==> src/rtl/adder_pipelined.sv <==
// Pipelined ripple-carry adder: WIDTH bits split into STAGES ripple chunks with valid/ready flow.
// Define ADDER_PIPELINED_SUB_EN to add the in_sub port (a - b via inverted b and carry-in).
module adder_pipelined #(
    parameter int unsigned WIDTH  = 8,
    parameter int unsigned STAGES = 2
) (
    input  logic             clk,
    input  logic             rst_n,
    input  logic             in_valid,
    output logic             in_ready,
    input  logic [WIDTH-1:0] in_a,
    input  logic [WIDTH-1:0] in_b,
    input  logic             in_cin,
`ifdef ADDER_PIPELINED_SUB_EN
    input  logic             in_sub,
`endif
    output logic             out_valid,
    input  logic             out_ready,
    output logic [WIDTH-1:0] out_sum,
    output logic             out_cout
);

    localparam int unsigned C = WIDTH / STAGES;

    if (WIDTH < 1 || STAGES < 1 || (WIDTH % STAGES) != 0) begin : gen_bad_params
        $error("adder_pipelined: WIDTH must be >= 1 and a multiple of STAGES");
    end

    logic [WIDTH-1:0]  b_eff;
    logic              cin_eff;
    logic [STAGES-1:0] valid;
    logic [STAGES-1:0] load;

`ifdef ADDER_PIPELINED_SUB_EN
    assign b_eff   = in_b ^ {WIDTH{in_sub}};
    assign cin_eff = in_cin ^ in_sub;
`else
    assign b_eff   = in_b;
    assign cin_eff = in_cin;
`endif

    // A stage may load when it is empty or its content moves on this cycle.
    always_comb begin
        logic down_ready;
        down_ready = out_ready;
        load       = '0;
        for (int k = int'(STAGES) - 1; k >= 0; k--) begin
            down_ready = !valid[k] || down_ready;
            load[k]    = down_ready;
        end
    end

    assign in_ready = load[0];

    for (genvar k = 0; k < STAGES; k++) begin : gen_stage
        localparam int unsigned InW  = WIDTH - k * C;
        localparam int unsigned Done = (k + 1) * C;
        localparam int unsigned Rem  = WIDTH - Done;

        logic [InW-1:0]  src_a;
        logic [InW-1:0]  src_b;
        logic            src_c;
        logic            src_valid;
        logic [C-1:0]    chunk_sum;
        logic            chunk_cout;
        logic [Done-1:0] sum_d;
        logic [Done-1:0] sum_q;
        logic            carry_q;
        logic            valid_q;

        if (k == 0) begin : gen_src
            assign src_a     = in_a;
            assign src_b     = b_eff;
            assign src_c     = cin_eff;
            assign src_valid = in_valid;
            assign sum_d     = chunk_sum;
        end else begin : gen_src
            assign src_a     = gen_stage[k-1].gen_rem.a_q;
            assign src_b     = gen_stage[k-1].gen_rem.b_q;
            assign src_c     = gen_stage[k-1].carry_q;
            assign src_valid = gen_stage[k-1].valid_q;
            assign sum_d     = {chunk_sum, gen_stage[k-1].sum_q};
        end

        // Gate-level ripple over the low C bits of the pending operands.
        always_comb begin
            logic c;
            c         = src_c;
            chunk_sum = '0;
            for (int unsigned i = 0; i < C; i++) begin
                chunk_sum[i] = src_a[i] ^ src_b[i] ^ c;
                c = (src_a[i] & src_b[i]) | (src_a[i] & c) | (src_b[i] & c);
            end
            chunk_cout = c;
        end

        always_ff @(posedge clk or negedge rst_n) begin
            if (!rst_n) begin
                valid_q <= 1'b0;
                carry_q <= 1'b0;
                sum_q   <= '0;
            end else if (load[k]) begin
                valid_q <= src_valid;
                if (src_valid) begin
                    carry_q <= chunk_cout;
                    sum_q   <= sum_d;
                end
            end
        end

        assign valid[k] = valid_q;

        // Operand bits not yet consumed travel with the partial sum.
        if (Rem > 0) begin : gen_rem
            logic [Rem-1:0] a_q;
            logic [Rem-1:0] b_q;

            always_ff @(posedge clk or negedge rst_n) begin
                if (!rst_n) begin
                    a_q <= '0;
                    b_q <= '0;
                end else if (load[k] && src_valid) begin
                    a_q <= src_a[C +: Rem];
                    b_q <= src_b[C +: Rem];
                end
            end
        end
    end

    assign out_valid = gen_stage[STAGES-1].valid_q;
    assign out_sum   = gen_stage[STAGES-1].sum_q;
    assign out_cout  = gen_stage[STAGES-1].carry_q;

endmodule
==> config.mk <==
export PLATFORM = sky130hd
export DESIGN_NAME = adder_pipelined
export DESIGN_NICKNAME = d
export VERILOG_FILES = /design/src/rtl/adder_pipelined.sv
export SDC_FILE = /design/constraint.sdc
export NUM_CORES = 1
export LEC_CHECK = 0
export BUFFER_PORTS_ARGS = -buffer_cell sky130_fd_sc_hd__buf_2
export CAP_MARGIN = 10
export CORE_UTILIZATION = 45
export DETAILED_ROUTE_END_ITERATION = 8
export MAX_ROUTING_LAYER = met4
export PLACE_DENSITY = 0.76
export SYNTH_ARGS = -nofsm -noshare
export SYNTH_HDL_FRONTEND = slang
export SYNTH_SLANG_ARGS = --single-unit
export TNS_END_PERCENT = 100
==> constraint.sdc <==
create_clock -name clk -period 2.6 [get_ports clk]
set_input_delay 0.26 -clock clk [delete_from_list [all_inputs] [get_ports clk]]
set_output_delay 0.26 -clock clk [all_outputs]
set_load 0.01 [all_outputs]
* Yosys cells after proc, flatten, opt, wreduce, memory -nomap -nowiden
Cells that the tools add are included.
** Storage, ports and cells
- Register bits after elaboration :: 24
- Bits of input ports :: 21
- Output and inout bits :: 11
- Logic and storage cells :: 71
** Cells by class
- Bitwise operators :: 56
- Reductions and logical operators :: 7
** Operator list (count)
- 1-bit bitwise AND :: 24
- 1-bit OR :: 16
- 1-bit bitwise XOR :: 16
- 2-bit AND reduction :: 2
- 1-bit logical NOT :: 2
- 1-bit logical OR :: 2
- 1-bit logical AND :: 1

* Depth between registers and ports, before layout
- Depth in word-level cells :: 12
- Gate-level depth with buffers :: 8
- Gate-level depth less buffers :: 8

* Worst setup path after synthesis
Ideal clock, no wire load.
- Kind :: reg-to-reg
- Start point :: register gen_stage[0].carry_q
- End point :: register gen_stage[1].sum_q[7] (netlist: out_sum[7])
- Setup time :: 0.079 ns
- Arrival time :: 1.920 ns
- Path slack :: 0.601 ns
- Stages on the path, launching flop included :: 9
- Path buffers :: 0
- Cell sequence :: dfrtp_1 inv_1 fa_1 inv_1 fa_1 fa_1 inv_1 fa_1 mux2i_1
** On the way
- Longest elaborated chain between the ends :: 10
- Elaborated cells between the ends (all ways) :: 13
** RTL lines
- start: declaration :: RTL line 68 : logic carry_q;
- start signal: assignment :: RTL line 105 : carry_q <= chunk_cout;
- 1-bit bitwise AND :: RTL line 92 : c = (src_a[i] & src_b[i]) | (src_a[i] & c) | (src_b[i] & c);
- 1-bit OR :: RTL line 92
- 1-bit OR (*) :: RTL line 92
- 1-bit bitwise AND :: RTL line 92
- 1-bit OR :: RTL line 92
- 1-bit OR (*) :: RTL line 92
- 1-bit bitwise AND :: RTL line 92
- 1-bit OR :: RTL line 92
- 1-bit OR (*) :: RTL line 92
- 1-bit bitwise XOR (*) :: RTL line 91 : chunk_sum[i] = src_a[i] ^ src_b[i] ^ c;
- end signal: assignment :: RTL line 106 : sum_q <= sum_d;
- end: declaration :: RTL line 67 : logic [Done-1:0] sum_q;
Mark *: on every way between the ends. The rest lies on a longest branch, timed or not.
A chain may end at the register's enable or synchronous reset.

* Final worst setup path
Same ends and word-level chain as after synthesis.

==> qor.yml <==
status: "finished clean"
rsz0062_at_grt: "false"
hold-worst-slack_ns: 0.167
tightest_slew_ns: 0.514
crit_type: "flip-flop to flip-flop"
crit_fanout: 2
grt_use_total_pct: 15.9
r2r_setup_slack_ns: 0.42
syn_nets: 109
htreeDepth: 1
synth_top_cell_by_area: "dfrtp_1"
setup_viol: 0
syn_area_per_cell_um2: 14.7
crit_arrival_ns: 2.42
place_area_mm2: 0.00135
drive_gt1_share_pct: 47.0
p_leak_nw: 0.752
final_cell_mix: "31 x buf_2, 24 x dfrtp_1, 19 x inv_1"
clkLatencyLatePin_ns: 0.31
synth_area_mm2: 0.00118
cts_buffer_depth: 2
dieHeight_um: 53.1
whs_endpoint: "gen_stage[0].gen_rem.a_q[0]"
rows: 18
relSlewSlack_pct: 65.7
grt_max_degree: 25
synth_top_area_share_pct: 51.1
synthTopCellsByArea: "dfrtp_1 51%, fa_1 14%, mux2_4 8.9%"
ys_warn_count: 0
r2r-end: "out_sum[7]"
ioPinCount: 32
cellPowerDensity_mw_per_mm2: 747
irDropWorstVdd_mv: 0.328
cts_num_sinks: 24
cts_tree: "done"
worstPathRequired_ns: 2.84
gp_congestion: 0.754
fin_area_mm2: 0.00140
hold_start: "in_a[4]"
fin_setup_tns_ns: 0
wirelength_um: 1800
r2r-start: "gen_stage[0].carry_q"
core_area_mm2: 0.00248
cts_buffers: 3
netlist_instances: 80
routed-via-count: 670
synth-seq-cells: 24
cp-start-kind: "flip-flop"
wl_per_cell_um: 12.4
final_common_cell: "buf_2"
drc: 0
finalPower_mw: 1.04
post-route-period-util_pct: 83.9
clkTransAtPathRegs_ns: 0.13
grt.overflow.total: 0
antenna_found_initial: 0
r2r_cells: 8
synth-compound-area-share_pct: 0
grt_pass1_wl_um: 2870
drt-pass1-iter-count: 2
placedCellCount: 140
synth_top_family_by_area: "multiplexers"
final_nets: 145
clock_skew_ns: 0.00908
fp.dieW_um: 53.1
initial_core_util_pct: 47.5
dieArea_mm2: 0.00282
area_growth_pct: 18.6
synth_mux_area_share_pct: 22.7
final_max_slew_viol_count: 0
max_cap_viol_count: 0
n_antenna_cell: 0
first_iter_violations: 1
synth-xor-area-share_pct: 0
vias_per_cell: 4.62
layout.cells.non_filler: 145
hpwlAfterDp_um: 1390
synth-simple-area-share_pct: 4.89
cts_root_buffer: "clkbuf_4"
fin_crit_ns: 2.18
holdCritPathClass: "input pin to flip-flop"
synthAdderAreaFrac_pct: 13.6
grt_pass1_vias: 633
timing_hold_violations_final: 0
hold_depth: 2
max_freq_ghz: 0.458
end_kind: "flip-flop"
postCtsSetupBuffers: 0
ys_seq_area_share_pct: 51.1
synthDistinctLibCells: 12
drtAntennaViolNets: 0
numPortBuffers: 31
-- critical path, cell delays in order, from the launching register on --
cell and delay (ns):
dfrtp_1 0.38, inv_1 0.10, fa_1 0.18, inv_1 0.05, fa_1 0.38, fa_1 0.39, inv_1 0.08, fa_1 0.41
mux2i_1 0.14
-- worst max-delay path by stage --
stage | startpoint | end | slack [ns]
after floorplan | gen_stage[0].carry_q | out_sum[7] | 0.60
after global placement | gen_stage[0].carry_q | out_sum[7] | 0.50
after detailed placement | in_a[0] | gen_stage[0].sum_q[3] | 0.45
after CTS | gen_stage[0].carry_q | out_sum[7] | 0.39
after global routing | gen_stage[0].carry_q | out_sum[7] | 0.32
final | gen_stage[0].carry_q | out_sum[7] | 0.42
-- through the flow --
step,worst slack [ns],util [%]
after global placement,0.503,54.4
after global routing,0.315,56.3
after detailed placement,0.453,54.4
after floorplan,0.601,-
final,0.419,56.3
after CTS,0.389,56.3
-- cell families (layout without fill, tap and decap cells) --
logic type	Yosys count	in the layout
DFF	24	24
muxes	22	22
buffers and inverters	20	55
adders and majority gates	8	8
and+or+nand+nor	6	6
-- final cells by class --
cell class | count | area, um^2
Clock buffer | 4 | 36.3
Fill cell | 219 | 1080
Inverter | 19 | 71.3
Multi-Input combinational cell | 36 | 484
Sequential cell | 24 | 601
Tap cell | 30 | 37.5
Timing Repair Buffer | 32 | 165
-- Yosys cell counts --
| cell | number |
|---|---|
| dfrtp_1 | 24 |
| inv_1 | 19 |
| mux2_2 | 9 |
| fa_1 | 8 |
| mux2_4 | 7 |
| mux2i_1 | 6 |
| nand2b_1 | 2 |
| buf_12 | 1 |
| nand2_2 | 1 |
| nand2_4 | 1 |
| nand3b_4 | 1 |
| or2b_1 | 1 |
-- sequential cells by signal (all words and copies together), names as in the netlist --
register	cells
out_valid	1
gen_stage.carry_q	1
out_cout	1
gen_stage.valid_q	1
gen_stage.gen_rem.a_q	4
out_sum	8
gen_stage.sum_q	4
gen_stage.gen_rem.b_q	4
-- per-layer routing --
metal	wire length, um	up-vias	track usage, %	share of wire [%]
met3	44	2	3.45	2.4
met4	24	0	9.21	1.3
met2	998	15	26.6	56
li1	-	313	-	-
met1	730	340	17.3	41
met5	0	-	-	0
-- what timing repair did --
action                                  4_1_cts  5_1_grt
endpoints found under the setup margin        0        0
hold buffers                                  1        0
gates resized for setup                       0        0
endpoints found under the hold margin        24        0
-- power breakdown --
group          leakage [nW]  internal [mW]  switching [mW]  total [mW]
registers             0.278          0.475          0.0524       0.528
clock network        0.0210         0.0855           0.107       0.193
logic                 0.453          0.172           0.150       0.321
total                 0.752          0.732           0.309        1.04
(Power assumes the default switching activity.)
